$ cat config.mk
export PLATFORM = sky130hd
export DESIGN_NAME = sram_core_ws
export DESIGN_NICKNAME = d
export VERILOG_FILES = /design/src/rtl/sram_core_ws_pkg.sv /design/src/rtl/sram_core_ws.sv
export SDC_FILE = /design/constraint.sdc
export NUM_CORES = 1
export LEC_CHECK = 0
export BUFFER_PORTS_ARGS = -buffer_cell sky130_fd_sc_hd__buf_2
export CAP_MARGIN = 20
export CORE_MARGIN = 2
export CORE_UTILIZATION = 50
export DETAILED_ROUTE_END_ITERATION = 10
export GPL_ROUTABILITY_DRIVEN = 0
export PLACE_DENSITY_LB_ADDON = 0.25
export SYNTH_ARGS = -nofsm -noshare
export SYNTH_HDL_FRONTEND = slang
export SYNTH_SLANG_ARGS = --single-unit
export TNS_END_PERCENT = 100
$ cat constraint.sdc
create_clock -name clk -period 4.4 [get_ports clk]
set_input_delay 0.22 -clock clk [delete_from_list [all_inputs] [get_ports clk]]
set_output_delay 0.22 -clock clk [all_outputs]
set_load 0.005 [all_outputs]
$ cat src/rtl/sram_core_ws_pkg.sv
// Shared definitions for the wait-state asynchronous SRAM controller.
package sram_core_ws_pkg;

  // Width of the wait-state down-counter (wait counts are 0..15).
  localparam int WAIT_W = 4;

  // Ceiling log2, usable in constant expressions.
  function automatic int clog2(input int value);
    int result;
    int v;
    result = 0;
    v = value - 1;
    while (v > 0) begin
      result = result + 1;
      v = v >> 1;
    end
    return result;
  endfunction

endpackage

$ cat src/rtl/sram_core_ws.sv
// Asynchronous-SRAM controller with programmable read/write wait states,
// byte-lane enables and incrementing bursts. All outputs are registered:
// each output flop is loaded from the value implied by the next state.
module sram_core_ws
  import sram_core_ws_pkg::*;
#(
  parameter int ADDR_BITS  = 22,
  parameter int DATA_BITS  = 32,
  parameter int READ_WAIT  = 1,
  parameter int WRITE_WAIT = 1,
  localparam int NB        = DATA_BITS / 8
) (
  input  logic                 clk,
  input  logic                 rst,
  input  logic                 cs,
  input  logic                 we,
  input  logic [ADDR_BITS-3:0] addr,
  input  logic [NB-1:0]        sel,
  input  logic                 burst,
  input  logic [DATA_BITS-1:0] din,
  output logic [DATA_BITS-1:0] dout,
  output logic                 busy,
  output logic                 ack,
  output logic                 sram_ce_n,
  output logic                 sram_oe_n,
  output logic                 sram_we_n,
  output logic [NB-1:0]        sram_be_n,
  output logic [ADDR_BITS-3:0] sram_addr,
  input  logic [DATA_BITS-1:0] sram_din,
  output logic [DATA_BITS-1:0] sram_dout
);

  localparam int AW = ADDR_BITS - 2;

  // RWAIT lasts READ_WAIT cycles, WPULSE lasts WRITE_WAIT+1 cycles; both
  // leave when the counter reads zero.
  localparam logic [WAIT_W-1:0] RW_INIT = (READ_WAIT > 0) ? WAIT_W'(READ_WAIT - 1) : '0;
  localparam logic [WAIT_W-1:0] WW_INIT = WAIT_W'(WRITE_WAIT);

  typedef enum logic [2:0] {
    IDLE   = 3'd0,
    SETUP  = 3'd1,
    RWAIT  = 3'd2,
    READ   = 3'd3,
    WPULSE = 3'd4,
    WHOLD  = 3'd5
  } state_t;

  state_t              state_q, state_d;
  logic [WAIT_W-1:0]   cnt_q, cnt_d;
  logic                we_q, we_d;
  logic                busy_q, busy_d;
  logic                ack_q, ack_d;
  logic                ce_n_q, ce_n_d;
  logic                oe_n_q, oe_n_d;
  logic                we_n_q, we_n_d;
  logic [NB-1:0]       be_n_q, be_n_d;
  logic [AW-1:0]       addr_q, addr_d;
  logic [DATA_BITS-1:0] dout_q, dout_d;
  logic [DATA_BITS-1:0] wdata_q, wdata_d;
  logic                load;

  // Next-state, wait counter and registered-output values.
  always_comb begin
    state_d = state_q;
    cnt_d   = cnt_q;
    case (state_q)
      IDLE: begin
        if (cs) state_d = SETUP;
      end
      SETUP: begin
        if (we_q) begin
          state_d = WPULSE;
          cnt_d   = WW_INIT;
        end else if (READ_WAIT > 0) begin
          state_d = RWAIT;
          cnt_d   = RW_INIT;
        end else begin
          state_d = READ;
        end
      end
      RWAIT: begin
        if (cnt_q == '0) state_d = READ;
        else cnt_d = cnt_q - WAIT_W'(1);
      end
      WPULSE: begin
        if (cnt_q == '0) state_d = WHOLD;
        else cnt_d = cnt_q - WAIT_W'(1);
      end
      READ, WHOLD: begin
        if (cs && burst) state_d = SETUP;
        else state_d = IDLE;
      end
      default: state_d = IDLE;
    endcase

    // A beat's request fields are captured whenever SETUP is entered.
    load = (state_d == SETUP);
    we_d = load ? we : we_q;

    busy_d = (state_d != IDLE);
    ack_d  = (state_d == READ) || (state_d == WHOLD);
    ce_n_d = (state_d == IDLE);
    oe_n_d = !(((state_d == SETUP) || (state_d == RWAIT) || (state_d == READ)) && !we_d);
    we_n_d = (state_d != WPULSE);
    dout_d = (state_d == READ) ? sram_din : '0;

    addr_d  = addr_q;
    be_n_d  = be_n_q;
    wdata_d = wdata_q;
    if (state_d == IDLE) begin
      addr_d  = '0;
      be_n_d  = '1;
      wdata_d = '0;
    end else if (load) begin
      addr_d  = (state_q == IDLE) ? addr : addr_q + AW'(1);
      be_n_d  = ~sel;
      wdata_d = we ? din : '0;
    end
  end

  // State and output registers; reset forces strobes inactive at once.
  always_ff @(posedge clk or posedge rst) begin
    if (rst) begin
      state_q <= IDLE;
      cnt_q   <= '0;
      we_q    <= 1'b0;
      busy_q  <= 1'b0;
      ack_q   <= 1'b0;
      ce_n_q  <= 1'b1;
      oe_n_q  <= 1'b1;
      we_n_q  <= 1'b1;
      be_n_q  <= '1;
      addr_q  <= '0;
      dout_q  <= '0;
      wdata_q <= '0;
    end else begin
      state_q <= state_d;
      cnt_q   <= cnt_d;
      we_q    <= we_d;
      busy_q  <= busy_d;
      ack_q   <= ack_d;
      ce_n_q  <= ce_n_d;
      oe_n_q  <= oe_n_d;
      we_n_q  <= we_n_d;
      be_n_q  <= be_n_d;
      addr_q  <= addr_d;
      dout_q  <= dout_d;
      wdata_q <= wdata_d;
    end
  end

  assign dout      = dout_q;
  assign busy      = busy_q;
  assign ack       = ack_q;
  assign sram_ce_n = ce_n_q;
  assign sram_oe_n = oe_n_q;
  assign sram_we_n = we_n_q;
  assign sram_be_n = be_n_q;
  assign sram_addr = addr_q;
  assign sram_dout = wdata_q;

endmodule

# Word level (Yosys, flattened, before mapping)
# Cells that the tools add are included.
dict set report totals {
  reg_bits 101
  latch_bits 0
  ram_bits 0
  mem_bits_ro 0
  word_cells 61
  mem_count 0
}
dict set report classes {
  n_addsub 2
  n_mul 0
  n_div 0
  order_cmp 0
  n_eq_ne 11
  shift 0
  muxes 19
  n_bitwise 1
  n_reduce_logical 16
}
# op count
set ops {}
lappend ops {{$mux 32} 4}
lappend ops {{$mux 20} 3}
lappend ops {{$add 20x1->20 const B} 1}
lappend ops {{$pmux 3 s5} 1}
lappend ops {{$eq 3x2->1 const B} 4}
lappend ops {{$mux 3} 4}
lappend ops {{$mux 4} 3}
lappend ops {{$eq 3x3->1 const B} 3}
lappend ops {{$pmux 4 s2} 1}
lappend ops {{$eq 3x1->1 const B} 2}
lappend ops {{$logic_not 3->1} 2}
lappend ops {{$logic_not 4->1} 1}
lappend ops {{$not 4->4} 1}
lappend ops {{$reduce_bool 2->1} 2}
lappend ops {{$reduce_or 2->1} 2}
lappend ops {{$sub 4x1->4 const B} 1}
lappend ops {{$logic_or 1x1->1} 3}
lappend ops {{$mux 1} 3}
lappend ops {{$ne 3x3->1 const B} 1}
lappend ops {{$reduce_bool 3->1} 1}
lappend ops {{$logic_and 1x1->1} 2}
lappend ops {{$logic_not 1->1} 2}
lappend ops {{$ne 2x2->1 const B} 1}
lappend ops {{$reduce_and 2->1} 1}

# Depth between registers and ports, before layout
# Gate-level depths: netlist (run 1).
dict set report logic_depth {
  ltp_word 8
  ltp_mapped 8
  ltp_nobuf 7
}

# Worst setup path before layout (run 1)
# No wires, ideal clock.
dict set report synth_path {
  kind {flip-flop to flip-flop}
  startpoint {reg cnt_q[0]}
  endpoint {reg oe_n_q, in the netlist sram_oe_n}
  arrival_ps 1771
  t_required_ps 4312
  path_slack_ps 2541
  stages_incl_launch_ff 8
  path_buffers 1
  period_less_slack_ps 1859
  cell_sequence {dfrtp_1 > inv_1 > ha_1 > or3b_1 > clkbuf_1 > o31ai_2 > nor2_1 > or3_1}
}
dict set report synth_between {
  elab_chain_cells 8
}
# item line_no
set synth_rtl {}
lappend synth_rtl {{start, declared} sram_core_ws.sv:50} ;# logic [WAIT_W-1:0] cnt_q, cnt_d;
lappend synth_rtl {{start signal, assigned} sram_core_ws.sv:139} ;# cnt_q <= cnt_d;
lappend synth_rtl {{$logic_not 4->1 (*)} {sram_core_ws.sv:83, sram_core_ws.sv:87}}
lappend synth_rtl {{$mux 3, on equally long branches} {sram_core_ws.sv:87, sram_core_ws.sv:83}}
lappend synth_rtl {{$pmux 3 s5 (*)} sram_core_ws.sv:67} ;# case (state_q)
lappend synth_rtl {{via state_d[0]} sram_core_ws.sv:49} ;# state_t state_q, state_d;
lappend synth_rtl {{$eq 3x1->1 or $eq 3x2->1 (tied branches)} {sram_core_ws.sv:98, sram_core_ws.sv:104}}
lappend synth_rtl {{$mux 1 or $logic_or 1x1->1 (tied branches)} {sram_core_ws.sv:99, sram_core_ws.sv:104}}
lappend synth_rtl {{$logic_not 1->1 or $logic_or 1x1->1 (tied branches)} sram_core_ws.sv:104} ;# oe_n_d = !(((state_d == SETUP) || (state_d == RWAIT) || (state_d == READ)) && !we_d);
lappend synth_rtl {{$logic_and 1x1->1 (*)} sram_core_ws.sv:104}
lappend synth_rtl {{$logic_not 1->1 (*)} sram_core_ws.sv:104}
lappend synth_rtl {{via oe_n_d} sram_core_ws.sv:55} ;# logic oe_n_q, oe_n_d;
lappend synth_rtl {{end signal, assigned} sram_core_ws.sv:144} ;# oe_n_q <= oe_n_d;
lappend synth_rtl {{end, declared} sram_core_ws.sv:55}
# Mark *: on every way through the listed nets, which the timed path passes. The rest lies on a longest branch.
# A chain may end at the register's enable or synchronous reset.

# Final worst setup path (run 1)
dict set report layout_path {
  startpoint {reg state_q[2]}
  endpoint {reg busy_q, in the netlist busy}
}
dict set report layout_between {
  elab_chain_cells 4
}
# item line_no
set layout_rtl {}
lappend layout_rtl {{start, declared} sram_core_ws.sv:49}
lappend layout_rtl {{start signal, assigned} sram_core_ws.sv:138} ;# state_q <= state_d;
lappend layout_rtl {{$eq 3x2->1 or $eq 3x3->1 (tied branches)} sram_core_ws.sv:67}
lappend layout_rtl {{$reduce_or 2->1} sram_core_ws.sv:67}
lappend layout_rtl {{$pmux 3 s5 (*)} sram_core_ws.sv:67}
lappend layout_rtl {{via state_d[0]} sram_core_ws.sv:49}
lappend layout_rtl {{$reduce_bool 3->1 (*)} sram_core_ws.sv:101} ;# busy_d = (state_d != IDLE);
lappend layout_rtl {{via busy_d} sram_core_ws.sv:52} ;# logic busy_q, busy_d;
lappend layout_rtl {{end signal, assigned} sram_core_ws.sv:141} ;# busy_q <= busy_d;
lappend layout_rtl {{end, declared} sram_core_ws.sv:52}
# Marks and branches as above.

==> out/qor.txt, run 1 <==
CP max stage cell - dfrtp_1
Maximum VDD drop - 309 uV
Routed WL per cell - 16.2 um
Chip height - 96.9 um
Clock latency on the worst-skew pair - 0.36 ns
Global-route wire length before repair - 17900 um
Yosys reg bits - 101
R2r startpoint - state_q[2]
Clock skew - 0.0104 ns
Total power - 3.35 mW
Netlist Area Pre-Place - 0.00431 mm2
Vias per cell - 5.57
Normalized max-slew margin - 0.360
Leakage - 2.92 nW
Tmin final - 2.70 ns
Worst Tran Pin Value - 0.954 ns
Switch share - 0.392
I/O pin total - 186
Syn. warnings - 0
Dpl hpwl - 7790 um
Syn nets - 485
CP Capture Type - flip-flop
Cell area after layout - 0.00551 mm2
Chip Width - 96.9 um
Failing checks - negative hold slack
Post-synth top area cell - dfrtp_1
Post CTS Setup Buffer Count - 0
Fraction of layout instances using a drive strength above 1 - 0.386
CORE AREA - 0.00830 mm2
Finish-stage setup viols - 0
Total wire length - 10900 um
Pwr dens - 609 mW/mm2
Crit path DAT - 2.93 ns
WP buf/inv - 1
Vias in the first global route - 3697
Total gr overflow - 0
Largest net degree at the start of global routing - 63
Combinational power share - 0.374
Clock buffer depth - 2
Most common flop cell mapped by yosys - dfrtp_1
DRC - 0
Top cell type's share of synthesized area - 0.546
Final worst-path cycle share - 0.614
Root Buffer - clkbuf_8
Ranking of synthesized cells by area - dfrtp_1 (55%), a22o_1 (6.7%), and2_1 (4.6%)
Final WS setup - 1.70 ns
Place WS - 1.74 ns
Crit path from - state_q[2]
Net Switching - 1.32 mW
Final max-slew violation count - 0
Nets - 660
Number of max-cap violations - 0
Area grow syn2layout - 27.7%
PortBufs - 185
RSZ-0062 raised after global routing - false
Htree depth - 3
Internal power - 2.04 mW
CP Max Fanout - 37
Die area - 0.00938 mm2
Routed Antenna Nets - 0
Final Hold Viols - 20
Clock share of power - 0.185
Critical Path, Cell by Cell - nor3_4 > buf_4 > o31ai_4 > o31ai_2 > or3_1
Levels on crit path - 5
Post-CTS Resized - 0
Standard-cell rows - 33
Initial antenna violation count - 0
DP Area - 0.00529 mm2
Post-synth top cells - dfrtp_1 (94), o21ai_0 (36), a22o_1 (33), and2_1 (32), a21oi_1 (20)
CTS tree - built
Total number of vias - 3760
CP Class - reg2reg
Post-Route Setup TNS - 0 ns
Total track usage - 0.234
Cell count after synthesis - 390
TritonCTS Buffers - 9
Post-synth EDFFs - 0
Reg2reg path depth - 5
Startpoint class of the critical path - flip-flop
Syn Area/Cell - 11.1 um2
Worst hold margin - -0.00541 ns
Status - finished, violations left
Max Clk Rate - 370 MHz
Initial core utilization - 0.520
Synth cell types - 52
CTS clock-pin slew for the worst setup and hold paths - 0.10 ns
Worst endpoint required time - 4.63 ns
Worst Hold Class - in2async
Asr flop ratio synth - 1.00
Reg power frac - 0.441
Sequential share of the synthesized area - 0.588
Delay of the slowest critical-path stage - 0.86 ns
CTS Sinks - 101
Crit-path leading delay family - compound AO/OA/AOI/OAI gates
Starting DRT DRC Count - 220
N_diodes - 0
Post-cts hold buffer count - 0
DRT Pass-1 Iters - 5
Top-count cell post-synth - dfrtp_1
[registers in the layout, indices dropped and copies added, names as in the netlist]
name / count
sram_be_n: 4
sram_we_n: 1
cnt_q: 4
ack: 1
we_q: 1
busy: 1
sram_ce_n: 1
state_q: 3
sram_oe_n: 1
dout: 32
sram_dout: 32
sram_addr: 20
[worst paths after layout]
path                            endpoint  slack, ns
setup / recovery                    busy       1.70
hold / removal                  dout[27]     -0.005
setup reg to reg                    busy       1.70
hold reg to reg            sram_dout[13]       0.51
max in group asynchronous      sram_oe_n       3.39
min in group clk                dout[27]       0.05
[logic make-up (layout without fill, tap and decap cells)]
| family | count (synthesis) | after routing | synth area share |
|---|---|---|---|
| AND/OR/NAND/NOR | 122 | 122 | 0.161 |
| AO/OA/AOI/OAI | 118 | 118 | 0.189 |
| flip-flops | 101 | 101 | 0.588 |
| buffers and inverters | 39 | 219 | 0.0380 |
| XOR/XNOR | 4 | 4 | 0.00813 |
| multiplexers | 4 | 4 | 0.00929 |
| adder cells (fa/ha/maj) | 2 | 2 | 0.00580 |
[metal layers]
layer / up-vias / wire length, um / global-route usage
li1: 1758 / - / -
met1: 1807 / 4580 / 0.317
met2: 184 / 5160 / 0.366
met3: 11 / 1080 / 0.0802
met4: 0 / 109 / 0.0574
met5: - / 0 / 0
[layout by cell type (no fill, tap or decap), drive strengths merged, types with 3 or more instances in the layout]
cell,n
and3,5
clkbuf,10
nand2,17
nand4,5
mux2i,4
and2,32
a22o,33
o21ai,37
buf,190
a32oi,3
a31oi,4
nor3,12
dfstp,7
a22oi,4
dfrtp,94
nor2,16
nor4,4
a21oi,20
xor2,3
o22a,4
or3,3
inv,16
nand3,15
[final cells by class]
cell class | instances | area [um2]
inverters | 13 | 51.3
well taps | 105 | 131
fillers | 711 | 2790
repair buffers | 190 | 963
multi-input cells | 250 | 1610
clock buffers | 10 | 138
clock inverters | 6 | 76.3
flip-flops and latches | 101 | 2540
[stage by stage]
stage           util  std cells
2_1_floorplan      -        390
3_3_place_gp   0.637        658
3_5_place_dp   0.637        658
4_1_cts        0.663        674
5_1_grt        0.664        675
6_report       0.664        675
[power groups by stage]
stage	registers [mW]	logic [mW]	clock network (mW)
2_1_floorplan	1.42	0.853	0
3_3_place_gp	1.48	1.22	0
3_5_place_dp	1.49	1.26	0
4_1_cts	1.47	1.26	0.638
5_1_grt	1.52	1.40	0.682
6_report	1.48	1.26	0.621
No activity file was read; power rests on OpenSTA's default activity.
==> inputs of run 2 (changes only) <==
ABC_AREA = 1   (was default)
CORE_UTILIZATION = 48   (was 50)
clock period = 2.6 ns   (was 4.4 ns; I/O delays follow)
==> run 2 against run 1 <==
Against the previous run:
- the flow now finishes without violations
- clock power increased by 57%
- sequential cell count stayed put
- hold slack improved by 0.022 ns
- via count rose by 19%
==> out/qor.txt, run 2 <==
Status - complete, no violations
Crit path DAT - 2.12 ns (-0.81 ns)
Initial core utilization - 0.496 (-0.0231)
CTS tree - built
Die area - 0.0104 mm2 (+10%)
Most common cell after layout, fill and taps aside - buf_2
Crit-path leading delay family - simple AND/OR/NAND/NOR gates
Post-Route Setup TNS - 0 ns (unchanged)
CORE AREA - 0.00924 mm2 (+11%)
Number of max-cap violations - 0 (unchanged)
Initial antenna violation count - 0 (unchanged)
CTS clock-pin slew for the worst setup and hold paths - 0.10 ns (about the same)
Chip Width - 102 um (+5.1%)
Fraction of layout instances using a drive strength above 1 - 0.295 (-0.0906)
Total wire length - 13400 um (+23%)
Post-CTS Resized - 0 (unchanged)
Delay of the slowest critical-path stage - 0.42 ns (-0.44 ns)
Final core occ - 0.692 (+0.0282)
Clock skew - 0.0126 ns (+0.00225 ns)
Sequential share of the synthesized area - 0.553 (-0.0353)
Clock latency on the worst-skew pair - 0.36 ns (about the same)
Post-synthesis xor/xnor area fraction - 0.00382 (-0.00431)
Top-count cell post-synth - nand2_1
Root Buffer - clkbuf_8
Normalized max-slew margin - 0.597 (+0.237)
Starting DRT DRC Count - 145 (-34%)
Routed WL per cell - 14.4 um (-11%)
Compound-gate portion of the synthesized area - 0.0409 (-0.148)
DRT Pass-1 Iters - 4 (-1)
Clock buffer depth - 2 (unchanged)
PortBufs - 185 (unchanged)
Area grow syn2layout - 39.4%
Finish-stage setup viols - 0 (unchanged)
Post CTS Setup Buffer Count - 0 (unchanged)
Post-cts hold buffer count - 61 (+61)
Final worst-path cycle share - 0.723 (+0.110)
Post-Synth Adder-Cell Area - 0.00546 (-0.000348)
I/O pin total - 186 (unchanged)
Nets - 889 (+35%)
Maximum VDD drop - 547 uV (+77%)
Post-synth top cells - nand2_1 (158), dfrtp_1 (94), nor2_1 (80), inv_1 (66), nand3_1 (57)
Syn nets - 649 (+34%)
Most common flop cell mapped by yosys - dfrtp_1
Critical Path, Cell by Cell - inv_1 > nor2_1 > nand2_1 > o21ai_4 > nor2_4 > inv_4 > nor2_1 > inv_1
Reg2reg path depth - 8 (+3)
TritonCTS Buffers - 9 (unchanged)
Cell count after synthesis - 554 (+42%)
Synth cell types - 34 (-35%)
Post-synth EDFFs - 0 (unchanged)
Total track usage - 0.261 (+0.0274)
Reg2reg end - busy
Pwr dens - 956 mW/mm2 (+57%)
Asr flop ratio synth - 1.00 (unchanged)
Final max-slew violation count - 0 (unchanged)
Htree depth - 3 (unchanged)
CP Class - reg2reg
Syn Area/Cell - 8.28 um2 (-25%)
CP max stage cell - dfrtp_1
R2r startpoint - state_q[1]
Crit path from - state_q[1]
Ranking of synthesized cells by area - dfrtp_1 (51%), nand2_1 (13%), nor2_1 (6.5%)
Top cell type's share of synthesized area - 0.513 (-0.0327)
Levels on crit path - 8 (+3)
Worst Tran Pin Value - 0.605 ns (-0.349 ns)
RSZ-0062 raised after global routing - false
CP Capture Type - flip-flop
Vias per cell - 4.81 (-14%)
N_diodes - 0 (unchanged)
Largest net degree at the start of global routing - 102 (+62%)
Netlist Area Pre-Place - 0.00459 mm2 (+6.4%)
Post-synth top area cell - dfrtp_1
Dpl hpwl - 8140 um (+4.4%)
Mux share of post-synthesis cell area - 0.00436 (-0.00492)
R2r setup slk - 0.72 ns (-0.98 ns)
Area share of and/or/nand/nor cells after synthesis - 0.304 (+0.143)
Total gr overflow - 0 (unchanged)
DRC - 0 (unchanged)
Startpoint class of the critical path - flip-flop
WP buf/inv - 3 (+2)
Standard-cell rows - 35 (+6.1%)
CTS Sinks - 101 (unchanged)
Yosys reg bits - 101 (unchanged)
Max Clk Rate - 532 MHz (+44%)
Syn. warnings - 0 (unchanged)
Commonest non-fill, non-tap cells in the layout - buf_2 (185), nand2_1 (158), dfrtp_1 (94)
Final Hold Viols - 0 (-100%)
Vias in the first global route - 4435 (+20%)
Worst endpoint required time - 2.84 ns (-1.79 ns)
Leakage - 3.66 nW (+25%)
Total number of vias - 4464 (+19%)
Min-delay src - din[20]
Worst Hold Class - in2reg
Crit path to - busy
Global-route wire length before repair - 21100 um (+18%)
Chip height - 102 um (+5.1%)
Tmin final - 1.88 ns (-0.820 ns)
Fillers - 717 (+0.84%)
Routed Antenna Nets - 0 (unchanged)
Largest family of logic cells by synthesized area - simple AND/OR/NAND/NOR gates
CP Max Fanout - 44 (+19%)
==> run 2: changes by cell type after synthesis, moves of 5 or more <==
cell / change
nor2_1: +65
nand3_1: +43
nand2_1: +141
nand2_2: +11
and2_1: -32
nor3_1: -9
clkbuf_1: -11
o21ai_0: -18
a22o_1: -33
a21oi_1: -15
and3_1: -5
inv_1: +53
==> run 2: area by class of cell <==
class | count | area [um2] | share of cell area
Inverter | 69 | 268 | 0.0419
Timing Repair Buffer | 250 | 1590 | 0.249
Sequential cell | 101 | 2540 | 0.397
Multi-Input combinational cell | 363 | 1650 | 0.258
Clock inverter | 6 | 52.6 | 0.00822
Clock buffer | 10 | 138 | 0.0215
Tap cell | 129 | 161 | 0.0252
==> run 2: how the worst min path moves through the flow <==
| stage | end | slack (ns) | depth (start not counted) |
|---|---|---|---|
| floorplan | sram_be_n[1] | 0.18 | 1 |
| global placement | sram_be_n[1] | 0.27 | 2 |
| detailed placement | sram_be_n[2] | 0.27 | 2 |
| CTS | sram_dout[20] | 0.006 | 3 |
| global route | sram_addr[5] | 0.02 | 3 |
| finish | sram_dout[20] | 0.02 | 3 |
==> run 2: cell families after synthesis <==
group,after synthesis
compound gates,31
xor+xnor,2
fa+ha+maj,2
buf+inv,90
flops,101
mux,2
simple gates,326
==> run 2: per-stage QoR <==
| step | std cells | cell area (um2) | worst slack, ns | total power, mW | hold slack [ns] |
|---|---|---|---|---|---|
| 2_1_floorplan | 554 | 4590 | 1.19 | 4.26 | 0.180 |
| 3_3_place_gp | 849 | 5570 | 0.756 | 4.95 | 0.267 |
| 3_5_place_dp | 849 | 5570 | 0.667 | 5.03 | 0.268 |
| 4_1_cts | 926 | 6370 | 0.652 | 6.08 | 0.00590 |
| 5_1_grt | 928 | 6390 | 0.498 | 6.62 | 0.0194 |
| 6_report | 928 | 6390 | 0.719 | 6.11 | 0.0164 |
==> run 2: tightest hold or removal path, stage by stage <==
cell,delay (ns)
buf_2,0.08
nand3_1,0.07
nand2_1,0.05
==> run 2: per-layer routing <==
metal | vias up | global-route usage | wire length [um]
met4 | 0 | 0.0967 | 344
met5 | - | 0 | 0
met2 | 170 | 0.433 | 6520
met1 | 2067 | 0.330 | 5540
li1 | 2193 | - | -
met3 | 34 | 0.0683 | 990
==> run 2: power by group <==
part,switching [mW],leakage (nW),total [mW],internal (mW)
Combinational,1.64,2.22,2.61,0.970
Sequential,0.426,1.35,2.53,2.10
Clock,0.584,0.0914,0.974,0.391
